--- src/rtl/vga_timing_pkg.sv ---
// Default 640x480@60 Hz VGA timing, derived sync windows and RGB565 field positions.
// Shared by the scan generator and its sync delay line.
package vga_timing_pkg;

    localparam int unsigned H_VIS = 640;
    localparam int unsigned H_FP  = 16;
    localparam int unsigned H_SW  = 96;
    localparam int unsigned H_BP  = 48;
    localparam int unsigned V_VIS = 480;
    localparam int unsigned V_FP  = 10;
    localparam int unsigned V_SW  = 2;
    localparam int unsigned V_BP  = 33;

    localparam int unsigned H_TOT    = H_VIS + H_FP + H_SW + H_BP;
    localparam int unsigned V_TOT    = V_VIS + V_FP + V_SW + V_BP;
    localparam int unsigned HS_START = H_VIS + H_FP;
    localparam int unsigned HS_END   = HS_START + H_SW;
    localparam int unsigned VS_START = V_VIS + V_FP;
    localparam int unsigned VS_END   = VS_START + V_SW;

    // Top four bits of each RGB565 field drive the 4-bit DAC pins.
    localparam int unsigned R_MSB = 15;
    localparam int unsigned R_LSB = 12;
    localparam int unsigned G_MSB = 10;
    localparam int unsigned G_LSB = 7;
    localparam int unsigned B_MSB = 4;
    localparam int unsigned B_LSB = 1;

    typedef struct packed {
        logic de;
        logic hs;
        logic vs;
    } sync_t;

    // Blank, both syncs inactive (high).
    localparam logic [2:0] SYNC_IDLE = 3'b011;

endpackage

--- src/rtl/sync_delay_line.sv ---
// Fixed-depth shift register that aligns sync/blank flags with the colour-lookup latency.
// Synchronous active-low clear loads every stage with RstVal.
module sync_delay_line #(
    parameter int unsigned     Width  = 3,
    parameter int unsigned     Depth  = 1,
    parameter logic [Width-1:0] RstVal = '0
) (
    input  logic             clk_i,
    input  logic             rst_ni,
    input  logic [Width-1:0] data_i,
    output logic [Width-1:0] data_o
);

    logic [Width-1:0] stage_q [Depth];
    logic [Width-1:0] stage_d [Depth];

    always_comb begin
        stage_d[0] = data_i;
        for (int i = 1; i < int'(Depth); i++) begin
            stage_d[i] = stage_q[i-1];
        end
    end

    always_ff @(posedge clk_i) begin
        if (!rst_ni) begin
            for (int i = 0; i < int'(Depth); i++) begin
                stage_q[i] <= RstVal;
            end
        end else begin
            for (int i = 0; i < int'(Depth); i++) begin
                stage_q[i] <= stage_d[i];
            end
        end
    end

    assign data_o = stage_q[Depth-1];

endmodule

--- src/rtl/vga_scan_ctrl.sv ---
// VGA scan generator: issues col/row to the colour lookup, realigns sync/blank to its
// latency and registers the 12-bit RGB and hs/vs pins.
module vga_scan_ctrl #(
    parameter int unsigned H_VIS    = vga_timing_pkg::H_VIS,
    parameter int unsigned H_FP     = vga_timing_pkg::H_FP,
    parameter int unsigned H_SW     = vga_timing_pkg::H_SW,
    parameter int unsigned H_BP     = vga_timing_pkg::H_BP,
    parameter int unsigned V_VIS    = vga_timing_pkg::V_VIS,
    parameter int unsigned V_FP     = vga_timing_pkg::V_FP,
    parameter int unsigned V_SW     = vga_timing_pkg::V_SW,
    parameter int unsigned V_BP     = vga_timing_pkg::V_BP,
    parameter int unsigned PIPE_LAT = 1
) (
    input  logic        clk,
    input  logic        clrn,
    input  logic [15:0] color,
    output logic [9:0]  col,
    output logic [8:0]  row,
    output logic        rdn,
    output logic        frame_start,
    output logic        hs,
    output logic        vs,
    output logic [3:0]  r,
    output logic [3:0]  g,
    output logic [3:0]  b
);

    import vga_timing_pkg::*;

    localparam int unsigned HTot    = H_VIS + H_FP + H_SW + H_BP;
    localparam int unsigned VTot    = V_VIS + V_FP + V_SW + V_BP;
    localparam int unsigned HsStart = H_VIS + H_FP;
    localparam int unsigned HsEnd   = HsStart + H_SW;
    localparam int unsigned VsStart = V_VIS + V_FP;
    localparam int unsigned VsEnd   = VsStart + V_SW;

    logic [9:0]  h_cnt_q, h_cnt_d;
    logic [9:0]  v_cnt_q, v_cnt_d;
    logic        h_last, v_last;
    logic        visible;
    sync_t       sync_raw, sync_tap;
    logic        hs_q, hs_d;
    logic        vs_q, vs_d;
    logic [11:0] rgb_q, rgb_d;
    logic        unused_color_bits;

    always_comb begin
        h_last  = (h_cnt_q == 10'(HTot - 1));
        v_last  = (v_cnt_q == 10'(VTot - 1));
        h_cnt_d = h_last ? 10'd0 : h_cnt_q + 10'd1;
        v_cnt_d = v_cnt_q;
        if (h_last) begin
            v_cnt_d = v_last ? 10'd0 : v_cnt_q + 10'd1;
        end
    end

    always_ff @(posedge clk) begin
        if (!clrn) begin
            h_cnt_q <= 10'd0;
            v_cnt_q <= 10'd0;
        end else begin
            h_cnt_q <= h_cnt_d;
            v_cnt_q <= v_cnt_d;
        end
    end

    always_comb begin
        visible     = (h_cnt_q < 10'(H_VIS)) && (v_cnt_q < 10'(V_VIS));
        sync_raw.de = visible;
        sync_raw.hs = !((h_cnt_q >= 10'(HsStart)) && (h_cnt_q < 10'(HsEnd)));
        sync_raw.vs = !((v_cnt_q >= 10'(VsStart)) && (v_cnt_q < 10'(VsEnd)));
    end

    // Gated by clrn so a held reset never looks like pixel (0,0) to the sprite blocks.
    assign col         = (visible && clrn) ? h_cnt_q : 10'd0;
    assign row         = (visible && clrn) ? v_cnt_q[8:0] : 9'd0;
    assign rdn         = !(visible && clrn);
    assign frame_start = clrn && (h_cnt_q == 10'd0) && (v_cnt_q == 10'd0);

    sync_delay_line #(
        .Width  (3),
        .Depth  (PIPE_LAT),
        .RstVal (SYNC_IDLE)
    ) u_sync_dly (
        .clk_i  (clk),
        .rst_ni (clrn),
        .data_i (sync_raw),
        .data_o (sync_tap)
    );

    always_comb begin
        hs_d  = sync_tap.hs;
        vs_d  = sync_tap.vs;
        rgb_d = 12'h000;
        if (sync_tap.de) begin
            rgb_d = {color[R_MSB:R_LSB], color[G_MSB:G_LSB], color[B_MSB:B_LSB]};
        end
    end

    always_ff @(posedge clk) begin
        if (!clrn) begin
            hs_q  <= 1'b1;
            vs_q  <= 1'b1;
            rgb_q <= 12'h000;
        end else begin
            hs_q  <= hs_d;
            vs_q  <= vs_d;
            rgb_q <= rgb_d;
        end
    end

    assign unused_color_bits = ^{color[11], color[5], color[0]};

    assign hs = hs_q;
    assign vs = vs_q;
    assign r  = rgb_q[11:8];
    assign g  = rgb_q[7:4];
    assign b  = rgb_q[3:0];

endmodule
--- config.mk ---
export PLATFORM = sky130hd
export DESIGN_NAME = vga_scan_ctrl
export DESIGN_NICKNAME = d
export VERILOG_FILES = /design/src/rtl/vga_timing_pkg.sv /design/src/rtl/sync_delay_line.sv /design/src/rtl/vga_scan_ctrl.sv
export SDC_FILE = /design/constraint.sdc
export NUM_CORES = 1
export LEC_CHECK = 0
export CAP_MARGIN = 20
export CORE_MARGIN = 4
export CORE_UTILIZATION = 56
export CTS_BUF_LIST = sky130_fd_sc_hd__clkbuf_8
export CTS_CLUSTER_DIAMETER = 200
export CTS_CLUSTER_SIZE = 8
export DETAILED_ROUTE_END_ITERATION = 8
export DONT_BUFFER_PORTS = 1
export PLACE_DENSITY_LB_ADDON = 0.08
export SYNTH_ARGS = -nofsm -noshare
export SYNTH_HDL_FRONTEND = slang
export SYNTH_SLANG_ARGS = --single-unit
export TNS_END_PERCENT = 30
--- constraint.sdc ---
create_clock -name clk -period 2.75 [get_ports clk]
set_clock_uncertainty 0.1 [all_clocks]
set_input_delay 0.55 -clock clk [delete_from_list [all_inputs] [get_ports clk]]
set_output_delay 0.55 -clock clk [all_outputs]
set_load 0.03 [all_outputs]
Word level (Yosys, flattened, before mapping)
Memory sizes are Yosys's and may differ from the RTL's. Cells that the tools add are included.

Reduce and logical (&&, ||, !) cells: 14. Bitwise operators: 1. $add $sub $neg: 2. Equality and inequality tests: 2. Mux-type cells: 7. Magnitude comparators: 6.

Operators with widths (number): $add A10 B1 Y10 const B (2); $eq A10 B10 Y1 const B (2); $logic_not A10 Y1 (2); $lt A10 B10 Y1 const B (2); $lt A10 B9 Y1 const B (2); $mux W10 (2); $ge A10 B10 Y1 const B (1); $ge A10 B9 Y1 const B (1); $mux W9 (1); $logic_and A1 B1 Y1 (6); $logic_not A1 Y1 (3); $mux W1 (3); $mux W3 (1); $reduce_or A3 Y1 (1); $reduce_and A2 Y1 (1); $reduce_or A2 Y1 (1); $not A1 Y1 (1).

Input port bits: 18. Word-level logic and storage cells: 38. Memories kept: 1. Bits in writable memories: 3. Register bits after elaboration: 34. Output and inout bits: 35.

Memory list: u_sync_dly.stage_q (words 1, bits a word 3, rd ports 1, clocked after memory_dff 0, write ports 1, line sync_delay_line.sv:14) `logic [Width-1:0] stage_q [Depth];`.

Depth between registers and ports, before layout
Word-level depth: 4. Mapped depth: 7. Depth with buffers taken out: 6.

Modules after synthesis
From an unflattened synthesis, not the netlist that was laid out.

Cell total of the unflattened synthesis: 185. Area total of the unflattened synthesis: 1659.1 µm².

Modules (own cells, without submodules): vga_scan_ctrl (instances 1, area an instance 1580.3 µm², cells an instance 179, sequential area each 680.7 µm²); sync_delay_line (instances 1, area an instance 78.8 µm², cells an instance 6, sequential area each 60.1 µm²).

Worst setup path before layout
Ideal clock, no wire load.

Kind: input to output. Start: input clrn. End: output frame_start. Arrival time: 1841 ps. Stages on the path: 3. Required time: 2100 ps. Path buffers: 0. Path slack: 259 ps. Cell sequence: nor3b_1 > nand4_1 > nor4_1.

Cells in the longest elaborated chain, start to end: 2.

RTL lines: start: declaration (line vga_scan_ctrl.sv:15) `input logic clrn,`; $logic_and A1 B1 Y1 (2 in a row) (line vga_scan_ctrl.sv:78) `assign frame_start = clrn && (h_cnt_q == 10'd0) && (v_cnt_q == 10'd0);`; end: declaration (line vga_scan_ctrl.sv:20) `output logic frame_start,`.

No other way between the ends.

Worst setup path after layout
Start: register v_cnt_q[5]. End: output row[7].

Cells in the longest elaborated chain, start to end: 4.

RTL lines: start: declaration (line vga_scan_ctrl.sv:38) `logic [9:0] v_cnt_q, v_cnt_d;`; start signal: assignment (line vga_scan_ctrl.sv:63) `v_cnt_q <= v_cnt_d;`; $lt A10 B9 Y1 (line vga_scan_ctrl.sv:68) `visible = (h_cnt_q < 10'(H_VIS)) && (v_cnt_q < 10'(V_VIS));`; $logic_and A1 B1 Y1 (line vga_scan_ctrl.sv:68); $logic_and A1 B1 Y1 (line vga_scan_ctrl.sv:76) `assign row = (visible && clrn) ? v_cnt_q[8:0] : 9'd0;`; $mux W9 (line vga_scan_ctrl.sv:76); end: declaration (line vga_scan_ctrl.sv:18) `output logic [8:0] row,`.

No other way between the ends.

==> summary.txt <==
Hold Fails Final Rpt -> 0
Leakage -> 0.720 nW
IO Pins -> 53
First-pass GRT wire length -> 5400 um
TritonCTS clock tree -> built
Number of global-route vias before repair -> 1180
Initial core utilization -> 58.8%
CP Class -> reg2out
Mapped cell area -> 1640 um2
# diodes -> 0
Worst R2R End -> v_cnt_q[6]$_SDFFE_PN0N_
Post-cts resize count -> 0
Max Cap Viol -> 0
Detailed-route wire length -> 3310 um
Hold-fix buffers, CTS -> 0
Syn-to-layout area delta -> 10.9%
Router iterations before antenna repair -> 4
Iteration-0 DRC Markers -> 71
Yosys reg bits -> 37
Root buffer cell -> clkbuf_8
Startpoint Class -> register
Total Routing Usage GR -> 19.1%
Max-Slew Margin vs Limit -> 67.8%
Drt via density -> 5.81
Top cells by area, synth -> dfxtp_1 (45%), and2_1 (6.1%), and3_1 (5.4%)
Async S/R FF share, synth -> 0%
Hold_sp -> clrn
R2R Setup Slk -> 420 ps
Num CTS Buffers -> 5
WP data arrival -> 1810 ps
Max VDD drop -> 0.506 mV
Antenna violations before repair -> 0
Period utilisation layout -> 89.3%
Worst Hold Path EP -> vs$_SDFF_PN1_
Final Max Slew Viols -> 0
Final net count -> 213
Register area share after synthesis -> 45.3%
Synth cell types -> 36
Setup Buffers After CTS -> 0
Via Count -> 1295
Status -> complete, no violations
DRC -> 0
H-tree depth -> 2
Die Ht -> 62.0 um
Top cell type's share of synthesized area -> 45.3%
Reg2Reg Depth -> 5
Cell Rows -> 19
Congestion Overflow GR -> 0
Gp weighted congestion -> 0.843
Syn nets -> 207
Yosys warning total -> 0
Maximum number of pins on one net before global-route repair -> 27
Clk slew on worst S/H paths -> 70 ps
Area of the die -> 3850 um2
HPWL after DPL -> 2410 um
Worst Path Max Fanout -> 7
CTS Buffer Depth -> 2
Least-Margin Pin Slew -> 483 ps
Die width -> 62.0 um
Core ar. -> 2780 um2
Synth Flop Type -> dfxtp_1
Number of synthesized flops with an enable pin -> 0
Cells after Synth -> 185
Unrepaired setup endpoints after global routing -> false
Tmin final -> 2460 ps
CP Capture Type -> primary output
Area leader, netlist -> dfxtp_1
ANT nets after route -> 0
Endpoints failing setup -> 0
WHS -> 240 ps
# port buffers -> 0
CTS sink count -> 37
Pwr Density -> 601 nW/um2
Clk Latency, worst-skew pair -> 280 ps
Routed len/inst -> 14.8 um
CP required -> 2100 ps
Fin Setup TNS -> 0 ps
FF-to-FF Start -> h_cnt_q[0]$_SDFF_PP0_
Fraction of layout cells with a size suffix above 1 -> 10.4%
F_max -> 407 MHz
Syn Area/Cell -> 8.84 um2
Worst hold path type -> in2reg
Hold Path Depth -> 1
==> where the power goes <==
| group | internal [mW] | switching (mW) |
|---|---|---|
| logic | 0.0175 | 0.0261 |
| registers | 0.547 | 0.0231 |
| clock network | 0.294 | 0.180 |
==> flip-flops by register name, summed over array words and instances, names as in the netlist <==
name	count
vs	1
h_cnt_q	10
rgb_q	12
v_cnt_q	10
hs	1
u_sync_dly.stage_q	3
==> stage by stage <==
step / cells / util, % / power (mW) / setup WS (ps) / area [um2]
after floorplan: 185 / - / 0.615 / 259 / 1640
after global placement: 215 / 60.9 / 0.626 / 506 / 1690
after detailed placement: 215 / 60.9 / 0.627 / 454 / 1690
after CTS: 223 / 65.2 / 1.10 / 277 / 1810
after global routing: 223 / 65.2 / 1.14 / 86.9 / 1810
final: 223 / 65.2 / 1.09 / 295 / 1810
==> worst max-delay path, cell delays in order, from the launching register on <==
cell and delay (ps):
dfxtp_1 460, nand4_1 180, and4b_1 240, inv_1 360, nor2_1 90, buf_4 180
==> per-layer routing <==
layer	global-route usage, %	vias to the layer above	share of wire, %	wire length [um]
li1	-	647	-	-
met1	22.8	589	41	1360
met2	31.7	54	47	1570
met3	7.02	5	10	332
met4	6.36	0	1.4	47
met5	0	-	0	0
==> kinds of logic after synthesis <==
family	synth area share, %
AND/OR/NAND/NOR	36.3
AO/OA/AOI/OAI	3.52
flip-flops	45.3
buffers and inverters	4.82
XOR/XNOR	6.96
adder cells (fa/ha/maj)	3.06
==> how the worst max path moves through the flow <==
| stage | start | depth (start not counted) | slack (ps) | end |
|---|---|---|---|---|
| final | v_cnt_q[5]$_SDFFE_PN0N_ | 5 | 290 | row[7] |
| after global routing | v_cnt_q[5]$_SDFFE_PN0N_ | 5 | 90 | col[4] |
| after CTS | v_cnt_q[5]$_SDFFE_PN0N_ | 5 | 280 | row[7] |
| after detailed placement | h_cnt_q[0]$_SDFF_PP0_ | 5 | 450 | v_cnt_q[6]$_SDFFE_PN0N_ |
| after global placement | h_cnt_q[0]$_SDFF_PP0_ | 5 | 510 | v_cnt_q[6]$_SDFFE_PN0N_ |
| after floorplan | clrn | 3 | 260 | frame_start |
==> final cells by class <==
cell class | instances | area (um2)
clock buffer | 6 | 82.6
sequential | 37 | 741
inverter | 8 | 30.0
timing repair buffer | 9 | 67.6
fill | 235 | 968
clock inverter | 2 | 37.5
tap | 31 | 38.8
multi-input combinational | 130 | 816
==> Yosys cell counts (4+ instances only) <==
| cell | count |
|---|---|
| and3_1 | 14 |
| nor4_1 | 5 |
| inv_1 | 8 |
| nand4_1 | 7 |
| dfxtp_1 | 37 |
| clkbuf_1 | 6 |
| nand2_1 | 9 |
| xor2_1 | 4 |
| nor2_1 | 20 |
| xnor2_1 | 9 |
| and2_1 | 16 |
| ha_1 | 4 |
| nand3_1 | 10 |
==> layout by cell type, fill, tap and decap left out, types with 2 or more instances in the layout <==
cell       n
and3_1    14
nor2_1    20
nor3_1     3
and4b_1    2
nand4_1    7
nand2b_1   3
xor2_1     4
inv_1      8
nor4_1     5
a21oi_1    2
ha_1       4
dfxtp_1   37
or4_1      3
o21ai_0    2
nand3_1   10
xnor2_1    9
and2_1    16
or3_1      3
clkbuf_8   6
buf_4      9
nand2_1    9
Note: power is estimated with default switching activity, not from simulation.
